File: src/rtl/level_safe_driver.sv
// Drives a single-bit external level from a ready/valid request and holds every edge for Hold_Cycles enabled cycles.
// Optional pulse requests are compiled in when LEVEL_SAFE_DRIVER_PULSE_EN is defined.
module level_safe_driver #(
  parameter int   Hold_Cycles = 32,
  parameter logic Idle_Level  = 1'b0
) (
  input  logic clk,
  input  logic clk_en,
  input  logic async_rst,
  input  logic req_valid,
  input  logic req_level,
  input  logic req_pulse,
  output logic req_ready,
  output logic io_out,
  output logic busy,
  output logic done
);

  localparam int              CntW = $clog2(Hold_Cycles + 1);
  localparam logic [CntW-1:0] Load = CntW'(Hold_Cycles - 1);

  localparam logic [1:0] IDLE = 2'd0;
  localparam logic [1:0] HOLD = 2'd1;
`ifdef LEVEL_SAFE_DRIVER_PULSE_EN
  localparam logic [1:0] PULSE_ACT = 2'd2;
  localparam logic [1:0] PULSE_REC = 2'd3;
`endif

  generate
    if (Hold_Cycles < 1) begin : g_bad_hold
      $error("level_safe_driver: Hold_Cycles must be at least 1");
    end
  endgenerate

  logic [1:0]      state;
  logic [CntW-1:0] cnt;
  logic            is_pulse;

`ifdef LEVEL_SAFE_DRIVER_PULSE_EN
  assign is_pulse = req_pulse;
`else
  // Pulse requests degrade to level requests; the port stays for pin compatibility.
  logic unused_req_pulse;
  assign unused_req_pulse = req_pulse;
  assign is_pulse         = 1'b0;
`endif

  assign req_ready = (state == IDLE);
  assign busy      = (state != IDLE);

  always_ff @(posedge clk or posedge async_rst) begin
    if (async_rst) begin
      state  <= IDLE;
      cnt    <= '0;
      io_out <= Idle_Level;
      done   <= 1'b0;
    end else begin
      // done is a strobe: it never survives past one clock, even if clk_en drops.
      done <= 1'b0;
      if (clk_en) begin
        case (state)
          IDLE: begin
            if (req_valid) begin
              if (is_pulse) begin
`ifdef LEVEL_SAFE_DRIVER_PULSE_EN
                io_out <= ~io_out;
                cnt    <= Load;
                state  <= PULSE_ACT;
`endif
              end else if (req_level != io_out) begin
                io_out <= req_level;
                cnt    <= Load;
                state  <= HOLD;
              end else begin
                done <= 1'b1;
              end
            end
          end
          HOLD: begin
            if (cnt == '0) begin
              state <= IDLE;
              done  <= 1'b1;
            end else begin
              cnt <= cnt - 1'b1;
            end
          end
`ifdef LEVEL_SAFE_DRIVER_PULSE_EN
          PULSE_ACT: begin
            if (cnt == '0) begin
              io_out <= ~io_out;
              cnt    <= Load;
              state  <= PULSE_REC;
            end else begin
              cnt <= cnt - 1'b1;
            end
          end
          PULSE_REC: begin
            if (cnt == '0) begin
              state <= IDLE;
              done  <= 1'b1;
            end else begin
              cnt <= cnt - 1'b1;
            end
          end
`endif
          default: state <= IDLE;
        endcase
      end
    end
  end

endmodule

File: config.mk
export PLATFORM = sky130hd
export DESIGN_NAME = level_safe_driver
export DESIGN_NICKNAME = d
export VERILOG_FILES = /design/src/rtl/level_safe_driver.sv
export SDC_FILE = /design/constraint.sdc
export NUM_CORES = 1
export LEC_CHECK = 0
export BUFFER_PORTS_ARGS = -buffer_cell sky130_fd_sc_hd__buf_2
export CORE_AREA = 2 2 39 41
export DETAILED_ROUTE_END_ITERATION = 8
export DIE_AREA = 0 0 41 43
export SLEW_MARGIN = 0
export SYNTH_ARGS = -nofsm -noshare
export SYNTH_HDL_FRONTEND = slang
export SYNTH_SLANG_ARGS = --single-unit
export TNS_END_PERCENT = 50
File: constraint.sdc
create_clock -name clk -period 2.38 [get_ports clk]
set_clock_uncertainty 0.1 [all_clocks]
set_input_delay 0.238 -clock clk [delete_from_list [all_inputs] [get_ports clk]]
set_output_delay 0.238 -clock clk [all_outputs]
set_load 0.02 [all_outputs]
==> results.py <==
metrics = {
    "power_and_ir_drop": {
        "p_clk_share_pct": 15.3,
        "p_seq_share_pct": 34.2,
        "max-vdd-ir-drop_uv": 549.0,
        "power.net_switching_w": 0.0003257,
        "cellInternalPower_w": 0.0004722,
        "powerDensity_mw_per_mm2": 1210,
        "p_comb_share_pct": 50.5,
        "p_leak_nw": 0.3474,
        "total_power_w": 0.0007979,
        "sw_frac_of_total_pct": 40.82,
    },
    "critical_path": {
        "crit_fanout": 7,
        "critical_path_arrival_ps": 1670,
        "cp.required_ps": 2440,
        "path_cells": "or4b_4, or2_4, o211a_1",
        "cpMaxStageDelayCell": "or4b_4",
        "startpoint_type": "flop",
        "reg2reg_depth": 3,
        "critPathMaxStageDelay_ps": 580,
        "worstSetupPathType": "flop to flop",
        "end_kind": "flop",
    },
    "global_route": {
        "grt_pass1_wl_um": 2090,
        "grt_use_met3_pct": 4.712,
        "grt_pass1_vias": 467,
        "grt_max_degree": 10,
        "busiest_layer": "met1",
        "grtUsageMet1_pct": 27.27,
        "use_met2_pct": 23.44,
        "antenna_found_initial": 0,
        "grt-ovfl-total": 0,
        "grt_usage_pct": 18.02,
    },
    "clock_network": {
        "post_cts_buffers": 0,
        "clock_path_buffers": 2,
        "cts-buffers-inserted": 3,
        "cts_tree": "done",
        "cts_root_buf": "clkbuf_4",
        "clk_pin_slew_ps": 60,
        "clk_latency_ps": 270,
        "htree_levels": 1,
        "cts_sinks": 9,
    },
    "synthesis": {
        "yosysWarnings": 0,
        "synth-compound-area-share_pct": 24.22,
        "synth.avg_cell_area_um2": 10.05,
        "ys_seq_elements": 9,
        "synthSimpleGateAreaFrac_pct": 22.44,
        "synth-xor-area-share_pct": 1.556,
        "synthCells": 56,
        "synth_top_family_by_area": "compound AO/OA/AOI/OAI gates",
        "syn-num-nets": 64,
        "yosysUniqueCellTypes": 31,
        "yosysSeqAreaShare_pct": 40.00,
        "netlist_area_um2": 563.0,
        "synthAdderAreaFrac_pct": 4.444,
        "muxShareOfSynthArea_pct": 4.000,
    },
    "timing": {
        "rsz0062_at_grt": "false",
        "setup_viol": 0,
        "period_share_pct": 67.64,
        "whs_ps": 132.3,
        "hold_violations": 0,
        "max-slew-margin-rel_pct": 72.01,
        "worst_pin_slew_ps": 416.6,
        "fmax_mhz": 621.2,
        "tns_ps": 0,
        "period_needed_ps": 1610,
        "slew_violations": 0,
    },
    "drt": {
        "viasPerCell": 5.529,
        "vias": 470,
        "wl_per_cell_um": 13.06,
        "ant_nets": 0,
        "drc": 0,
        "routed_wl_um": 1110,
        "initialDrtViolationCount": 12,
        "drtPass1Iterations": 4,
    },
    "die": {
        "design.core.area_mm2": 0.001384,
        "floorplan.initialDensity_pct": 40.69,
        "rows": 14,
        "die_w_um": 41,
        "die_area_mm2": 0.001763,
        "pin_count": 10,
        "die_h_um": 43,
    },
    "cells_and_area": {
        "syn2layout_area_growth_pct": 17.11,
        "fillers": 140,
        "drive_gt1_share_pct": 24.64,
        "nets": 78,
        "n_antenna_cell": 0,
    },
    "placement": {
        "gp_congestion": 0.7926,
        "hpwl_um": 852.6,
        "port_buffers": 8,
    },
    "run": {
        "cap_viol_max_count": 0,
    },
    "hold_path": {
        "min_path_cells": 2,
        "hp-class": "primary input to flop",
    },
    "status": {
        "status": "finished, final reports clean",
    },
}
## final timing paths
path                       slack (ps)     end       from
setup / recovery                  770  cnt[2]     cnt[3]
hold / removal                    130  io_out  req_level
setup reg to reg                  770  cnt[2]     cnt[3]
hold reg to reg                   460  io_out     io_out
max in group asynchronous        1560  cnt[5]  async_rst
min in group asynchronous         370    done  async_rst
## repair_timing
action	in CTS	in global routing
endpoints found under the setup margin	0	0
hold buffers	1	0
hold endpoints to repair	9	0
resized for setup	0	0
## power groups by stage
stage	Clock (W)	Combinational, W	Sequential [W]
finish	0.000122	0.000403	0.000273
global route	0.000130	0.000467	0.000283
CTS	0.000122	0.000406	0.000274
detailed placement	0	0.000402	0.000276
global placement	0	0.000397	0.000276
floorplan	0	0.000304	0.000283
## cells in the mapped netlist
cell type  number  area [um^2]
a211o_1         1        8.760
a211oi_1        1        7.510
a21boi_2        1        11.26
a311o_1         1        10.01
a31oi_1         1        6.260
and2_1          1        6.260
and2b_1         1        7.510
dfrtp_1         9        225.2
ha_1            2        25.02
inv_1           5        18.77
mux2_1          1        11.26
mux2_2          1        11.26
nand2_1         4        15.01
nand2b_4        1        13.76
nand3_1         1        5.000
nand4_1         2        12.51
nor2_1          3        11.26
nor3_1          2        10.01
nor3b_1         1        7.510
o211a_1         4        40.04
o211ai_1        1        7.510
o21a_1          2        15.01
o21ai_0         1        5.000
o21ai_1         2        10.01
o22ai_1         1        6.260
o31a_1          1        8.760
or2_4           1        8.760
or2b_2          1        8.760
or3_1           1        6.260
or4b_4          1        13.76
xnor2_1         1        8.760
## cell families (layout without fill, tap and decap cells)
| logic type | Yosys count | count (layout) |
|---|---|---|
| and+or+nand+nor | 20 | 20 |
| AOI/OAI and AO/OA | 17 | 17 |
| DFF | 9 | 9 |
| buffers and inverters | 5 | 18 |
| adders and majority gates | 2 | 2 |
| muxes | 2 | 2 |
| xor gates and xnor gates | 1 | 1 |
## placed cells by master, fill, tap and decap left out, types with 2 or more instances in the layout
master,netlist,final
nand4_1,2,2
dfrtp_1,9,9
o21a_1,2,2
o211a_1,4,4
clkbuf_4,0,3
ha_1,2,2
buf_2,0,8
nand2_1,4,4
nor2_1,3,3
inv_1,5,5
o21ai_1,2,2
nor3_1,2,2
## flip-flops by register name, indices dropped and copies added, names as in the netlist
| signal | count |
|---|---|
| state | 1 |
| done | 1 |
| io_out | 1 |
| cnt | 6 |
## layer usage
metal  wire length, um  up-vias
li1                  -      236
met1               514      222
met2               529       10
met3                50        2
met4                17        0
met5                 0        -
## final cells by class
type,instances,area [um^2],area share (%)
Inverter,5,18.77,2.846
Multi-Input combinational cell,42,319.1,48.39
Sequential cell,9,225.2,34.16
Timing Repair Buffer,9,50.05,7.590
Clock buffer,4,26.28,3.985
Tap cell,16,20.02,3.036
## through the flow
step | instances | utilization, % | cell area, um^2 | setup WS [ps]
6_report | 85 | 47.65 | 659.4 | 770.3
2_1_floorplan | 56 | - | 563.0 | 784.2
3_3_place_gp | 80 | 45.03 | 623.1 | 776.6
5_1_grt | 85 | 47.65 | 659.4 | 730.5
3_5_place_dp | 80 | 45.03 | 623.1 | 778.1
4_1_cts | 85 | 47.65 | 659.4 | 768.3
## critical path, delay by kind of cell, from the launching register on
kind	cells	cell delay (ps)
compound gates	1	130
flops	1	430
simple gates	2	840
No activity file was read; power rests on OpenSTA's default activity.
